===== src/rtl/sram_arbiter_if.sv =====
// Request/response bundle between the two SRAM requesters and the arbiter.
// Per-requester fields are packed with requester i at slice i.
interface sram_arbiter_if #(
    parameter int ADDR_WIDTH = 18,
    parameter int DATA_WIDTH = 32
);
    logic [1:0]              req_valid;
    logic [1:0]              req_wen;
    logic [2*ADDR_WIDTH-1:0] req_addr;
    logic [2*DATA_WIDTH-1:0] req_wdat;
    logic [1:0]              req_ready;
    logic [1:0]              rsp_valid;
    logic [DATA_WIDTH-1:0]   rsp_rdat;

    modport master (
        output req_valid,
        output req_wen,
        output req_addr,
        output req_wdat,
        input  req_ready,
        input  rsp_valid,
        input  rsp_rdat
    );

    modport slave (
        input  req_valid,
        input  req_wen,
        input  req_addr,
        input  req_wdat,
        output req_ready,
        output rsp_valid,
        output rsp_rdat
    );
endinterface


===== src/rtl/sram_arbiter.sv =====
// Two-requester round-robin arbiter with bounded bursts for a single-port
// synchronous SRAM; read data returns to the owning requester one cycle later.
module sram_arbiter #(
    parameter int ADDR_WIDTH = 18,
    parameter int DATA_WIDTH = 32,
    parameter int MAX_BURST  = 4
) (
    input  logic                  clk,
    input  logic                  n_rst,
    sram_arbiter_if.slave         req_bus,
    output logic [ADDR_WIDTH-1:0] sram_addr,
    output logic                  sram_wen,
    output logic                  sram_ren,
    output logic [DATA_WIDTH-1:0] sram_wdat,
    input  logic [DATA_WIDTH-1:0] sram_rdat
);

    localparam int               CNT_W   = $clog2(MAX_BURST + 1);
    localparam logic [CNT_W-1:0] CNT_MAX = CNT_W'(MAX_BURST);
    localparam logic [CNT_W-1:0] CNT_ONE = CNT_W'(1);

    logic             last_grant_r;
    logic             fresh_r;
    logic [CNT_W-1:0] burst_cnt_r;
    logic [1:0]       rsp_valid_r;

    logic             grant_s;
    logic             grant_idx_s;
    logic             grant_wen_s;
    logic [1:0]       grant_onehot_s;

    // Grant selection: fresh_r makes requester 0 win the first tie after reset.
    always_comb begin
        grant_s     = 1'b0;
        grant_idx_s = 1'b0;
        if (!n_rst) begin
            grant_s     = 1'b0;
            grant_idx_s = 1'b0;
        end else begin
            case (req_bus.req_valid)
                2'b01: begin
                    grant_s     = 1'b1;
                    grant_idx_s = 1'b0;
                end
                2'b10: begin
                    grant_s     = 1'b1;
                    grant_idx_s = 1'b1;
                end
                2'b11: begin
                    grant_s = 1'b1;
                    if (fresh_r) begin
                        grant_idx_s = ~last_grant_r;
                    end else if (burst_cnt_r < CNT_MAX) begin
                        grant_idx_s = last_grant_r;
                    end else begin
                        grant_idx_s = ~last_grant_r;
                    end
                end
                default: begin
                    grant_s     = 1'b0;
                    grant_idx_s = 1'b0;
                end
            endcase
        end
    end

    // Decode the granted requester into ready, write flag and SRAM drive.
    always_comb begin
        grant_onehot_s = 2'b00;
        grant_wen_s    = 1'b0;
        sram_addr      = {ADDR_WIDTH{1'b0}};
        sram_wdat      = {DATA_WIDTH{1'b0}};
        sram_wen       = 1'b0;
        sram_ren       = 1'b0;
        if (grant_s) begin
            grant_wen_s = req_bus.req_wen[grant_idx_s];
            sram_wen    = grant_wen_s;
            sram_ren    = ~grant_wen_s;
            if (grant_idx_s) begin
                grant_onehot_s = 2'b10;
                sram_addr      = req_bus.req_addr[ADDR_WIDTH +: ADDR_WIDTH];
                sram_wdat      = req_bus.req_wdat[DATA_WIDTH +: DATA_WIDTH];
            end else begin
                grant_onehot_s = 2'b01;
                sram_addr      = req_bus.req_addr[0 +: ADDR_WIDTH];
                sram_wdat      = req_bus.req_wdat[0 +: DATA_WIDTH];
            end
        end else begin
            grant_onehot_s = 2'b00;
            grant_wen_s    = 1'b0;
        end
    end

    assign req_bus.req_ready = grant_onehot_s;
    assign req_bus.rsp_valid = rsp_valid_r;
    assign req_bus.rsp_rdat  = sram_rdat;

    // Arbitration history: owner, first-grant flag and saturating burst length.
    always_ff @(posedge clk) begin
        if (!n_rst) begin
            last_grant_r <= 1'b1;
            fresh_r      <= 1'b1;
            burst_cnt_r  <= {CNT_W{1'b0}};
        end else if (grant_s) begin
            last_grant_r <= grant_idx_s;
            fresh_r      <= 1'b0;
            if (grant_idx_s != last_grant_r) begin
                burst_cnt_r <= CNT_ONE;
            end else if (burst_cnt_r < CNT_MAX) begin
                burst_cnt_r <= burst_cnt_r + CNT_ONE;
            end else begin
                burst_cnt_r <= CNT_MAX;
            end
        end else begin
            burst_cnt_r <= {CNT_W{1'b0}};
        end
    end

    // Read response tag: follows the SRAM's one-cycle read latency.
    always_ff @(posedge clk) begin
        if (!n_rst) begin
            rsp_valid_r <= 2'b00;
        end else if (grant_s && !grant_wen_s) begin
            rsp_valid_r <= grant_onehot_s;
        end else begin
            rsp_valid_r <= 2'b00;
        end
    end

endmodule

===== src/flat_wrapper.sv =====
// flat-port wrapper written by rule: the top's interface ports become plain ports
module sram_arbiter_flat 
#(
    parameter int ADDR_WIDTH = 18,
    parameter int DATA_WIDTH = 32,
    parameter int MAX_BURST  = 4
)
  (clk, n_rst, sram_addr, sram_wen, sram_ren, sram_wdat, sram_rdat, req_bus_req_valid, req_bus_req_wen, req_bus_req_addr, req_bus_req_wdat, req_bus_req_ready, req_bus_rsp_valid, req_bus_rsp_rdat);
  sram_arbiter_if #(.ADDR_WIDTH(ADDR_WIDTH), .DATA_WIDTH(DATA_WIDTH)) req_bus_i ();
  input  logic clk;
  input  logic n_rst;
  output logic [ADDR_WIDTH-1:0] sram_addr;
  output logic sram_wen;
  output logic sram_ren;
  output logic [DATA_WIDTH-1:0] sram_wdat;
  input  logic [DATA_WIDTH-1:0] sram_rdat;
  input wire logic [$bits(req_bus_i.req_valid)-1:0] req_bus_req_valid;
  input wire logic [$bits(req_bus_i.req_wen)-1:0] req_bus_req_wen;
  input wire logic [$bits(req_bus_i.req_addr)-1:0] req_bus_req_addr;
  input wire logic [$bits(req_bus_i.req_wdat)-1:0] req_bus_req_wdat;
  output wire logic [$bits(req_bus_i.req_ready)-1:0] req_bus_req_ready;
  output wire logic [$bits(req_bus_i.rsp_valid)-1:0] req_bus_rsp_valid;
  output wire logic [$bits(req_bus_i.rsp_rdat)-1:0] req_bus_rsp_rdat;
  assign req_bus_i.req_valid = req_bus_req_valid;
  assign req_bus_i.req_wen = req_bus_req_wen;
  assign req_bus_i.req_addr = req_bus_req_addr;
  assign req_bus_i.req_wdat = req_bus_req_wdat;
  assign req_bus_req_ready = req_bus_i.req_ready;
  assign req_bus_rsp_valid = req_bus_i.rsp_valid;
  assign req_bus_rsp_rdat = req_bus_i.rsp_rdat;
  sram_arbiter #(.ADDR_WIDTH(ADDR_WIDTH), .DATA_WIDTH(DATA_WIDTH), .MAX_BURST(MAX_BURST)) u_core (.clk(clk), .n_rst(n_rst), .req_bus(req_bus_i), .sram_addr(sram_addr), .sram_wen(sram_wen), .sram_ren(sram_ren), .sram_wdat(sram_wdat), .sram_rdat(sram_rdat));
endmodule

===== config.mk =====
export PLATFORM = sky130hd
export DESIGN_NAME = sram_arbiter_flat
export DESIGN_NICKNAME = d
export VERILOG_FILES = /design/src/rtl/sram_arbiter_if.sv /design/src/rtl/sram_arbiter.sv /design/src/flat_wrapper.sv
export SDC_FILE = /design/constraint.sdc
export NUM_CORES = 1
export LEC_CHECK = 0
export CORE_ASPECT_RATIO = 0.6
export CORE_MARGIN = 8
export CORE_UTILIZATION = 21
export CTS_CLUSTER_SIZE = 30
export DETAILED_ROUTE_END_ITERATION = 8
export GPL_TIMING_DRIVEN = 0
export PLACE_DENSITY = 0.82
export SLEW_MARGIN = 20
export SYNTH_ARGS = -nofsm -noshare
export SYNTH_HDL_FRONTEND = slang
export SYNTH_SLANG_ARGS = --single-unit

===== constraint.sdc =====
create_clock -name clk -period 1.95 [get_ports clk]
set_input_delay 0.2925 -clock clk [delete_from_list [all_inputs] [get_ports clk]]
set_output_delay 0.2925 -clock clk [all_outputs]
set_load 0.01 [all_outputs]

==> results.toml <==
[detailed_routing]
num_vias = 1946
post_drt_wl_per_cell_um = 20.44
ant_nets = 0
viasPerCell = 4.568
drt_iter0_drc = 94
totalWireLength_um = 8706
drt-pass1-iter-count = 4
drc = 0

[global_routing]
antenna_found_initial = 0
overflow = 0
grt_max_degree = 11
first_global_vias = 2044
grtUsageTotal = 0.1834
grt_pass1_wl_um = 12680

[setup_path]
required_ns = 1.66
crit_fanout = 10
critPathArrivalTime_ns = 1.76
critPathKind = "flip-flop to output port"
cp-end-kind = "output port"
cp-start-kind = "flip-flop"

[yosys]
synth-main-ff-cell = "dfxtp_1"
synth_area_um2 = 1256
avgSynthCellArea_um2 = 8.909
ys_warn_count = 0
synth-edff-count = 0
yosysUniqueCellTypes = 31
synth_nets = 280
ys_seq_area_frac = 0.1116
synthArstFlopShare = 0
synth_seq_cells = 7
postSynthCellCount = 141

[die]
die_x_um = 115.9
io_pins = 226
start_util = 0.2213
dieArea_um2 = 8794
fp.coreArea_um2 = 5675
die_h_um = 75.91
num_rows = 21

[cts]
clock-sinks = 7
cts_buffers = 3
ctsHoldBuffers = 0
htreeDepth = 1
cts_buffer_depth = 2
clk_pin_slew_ns = 0.05
cts_tree = "done"
clk_latency_ns = 0.23
root_buffer = "clkbuf_8"

[sta]
fin_worst_skew_ns = 0.003868
max_freq_ghz = 0.4869
drv_slew = 0
finalHoldViolations = 0
worst_pin_slew_ns = 0.3916
rsz0062_at_grt = "yes"
maxSlewHeadroom = 0.7390
setup_ws_ns = -0.1037
finalCriticalPeriod_ns = 2.054
period_share = 1.053
setup_tns_ns = -3.027
setup_viol = 51

[job]
maxCapViolations = 0

[layout]
num_antenna_cells = 0
final_nets = 486
fill_cells = 498
drive_above_1_share = 0.3555
syn_to_final_growth_pct = 165.8
fin_cells = 426

[min_path]
worst_hold_path_type = "primary input to flip-flop"

[status]
violations = "setup timing"
outcome = "finished, violations left"

[power_and_ir_drop]
leakage_nw = 1.511
power_density_nw_per_um2 = 342.6
peakVddDrop_uv = 209.5

[place]
dp_hpwl_um = 7527
place_congestion = 0.9000
portBuffers = 192
dpl_worst_slack_ns = -0.8424
place_inst = 413
## cells by family (layout without fill, tap and decap cells)
| logic type | after synthesis | in the layout | synth area share |
|---|---|---|---|
| AOI/OAI and AO/OA | 62 | 62 | 0.4293 |
| adders and majority gates | 1 | 1 | 0.009959 |
| buffers and inverters | 47 | 252 | 0.3078 |
| DFF | 7 | 7 | 0.1116 |
| and+or+nand+nor | 24 | 24 | 0.1414 |
## flip-flops by register name (all words and copies together) (netlist names)
| register | flops |
|---|---|
| u_core.burst_cnt_r | 3 |
| u_core.last_grant_r | 1 |
| u_core.req_bus.rsp_valid | 2 |
| u_core.fresh_r | 1 |
## final timing paths
path / end / start / slack (ns) / depth (start not counted)
hold reg to reg: u_core.fresh_r / u_core.fresh_r / 0.53 / 2
setup reg to reg: u_core.req_bus.rsp_valid[0] / u_core.burst_cnt_r[2] / 0.44 / 6
hold / removal: u_core.fresh_r / n_rst / 0.41 / 2
setup / recovery: sram_wdat[5] / u_core.burst_cnt_r[2] / -0.10 / 7
## layout make-up
cell class	count	area (um^2)	share of cell area
repair buffers	202	1892	0.5665
clock inverters	1	5.005	0.001499
well taps	80	100.1	0.02997
multi-input cells	87	739.5	0.2214
plain buffers	46	415.4	0.1244
flip-flops and latches	7	146.4	0.04384
clock buffers	3	41.29	0.01236
## layer usage
layer / wire [um] / up-vias / share of wire / global-route usage
li1: - / 927 / - / -
met1: 3150 / 907 / 0.36 / 0.1895
met2: 4612 / 104 / 0.53 / 0.3500
met3: 853 / 8 / 0.098 / 0.06171
met4: 89 / 0 / 0.010 / 0.02960
met5: 0 / - / 0 / 0
## critical path, stage by stage, from the launching register on
cell and delay (ns):
dfxtp_2 0.32, buf_4 0.14, nor4b_4 0.32, nor3_4 0.07, buf_12 0.15, buf_8 0.13, a22o_1 0.25, buf_2 0.15
## repair_timing
item | CTS | global route
gates cloned | 1 | 0
pin swaps | 5 | 11
setup buffers | 6 | 4
gates resized for setup | 241 | 18
hold endpoints to repair | 0 | 0
endpoints found under the setup margin | 54 | 54
## per-stage QoR
step,hold WS [ns],cell area [um^2],util,total power [mW]
floorplan,0.3692,1256,-,0.4544
global placement,0.5559,3278,0.5776,0.9341
detailed placement,0.5707,3278,0.5776,0.9439
CTS,0.3816,3242,0.5712,1.128
global route,0.4163,3339,0.5884,1.206
finish,0.4055,3339,0.5884,1.144
## report_power, final
group	internal, mW	switching, mW
registers	0.152	0.00922
logic	0.505	0.270
clock network	0.139	0.0689
total	0.796	0.348
## cell usage in the layout, fill, tap and decap left out, types with 2 or more instances in the layout
cell	n
dfxtp_2	2
clkdlybuf4s50_1	137
buf_12	2
nor4bb_1	3
buf_2	34
nand2_1	4
o21ai_0	2
clkbuf_8	4
buf_6	23
buf_8	7
buf_4	41
nor2_1	4
a22o_1	51
dfxtp_1	4
## synth_stat cells (2+ instances only)
cell type,n,share of area
nand2_1,5,0.015
o21ai_0,3,0.012
dfxtp_1,7,0.11
buf_6,12,0.11
nor2_1,4,0.012
buf_4,32,0.19
nor4bb_1,3,0.024
a22o_1,51,0.36
clkbuf_1,2,0.0060
No activity file was read; power rests on OpenSTA's default activity.
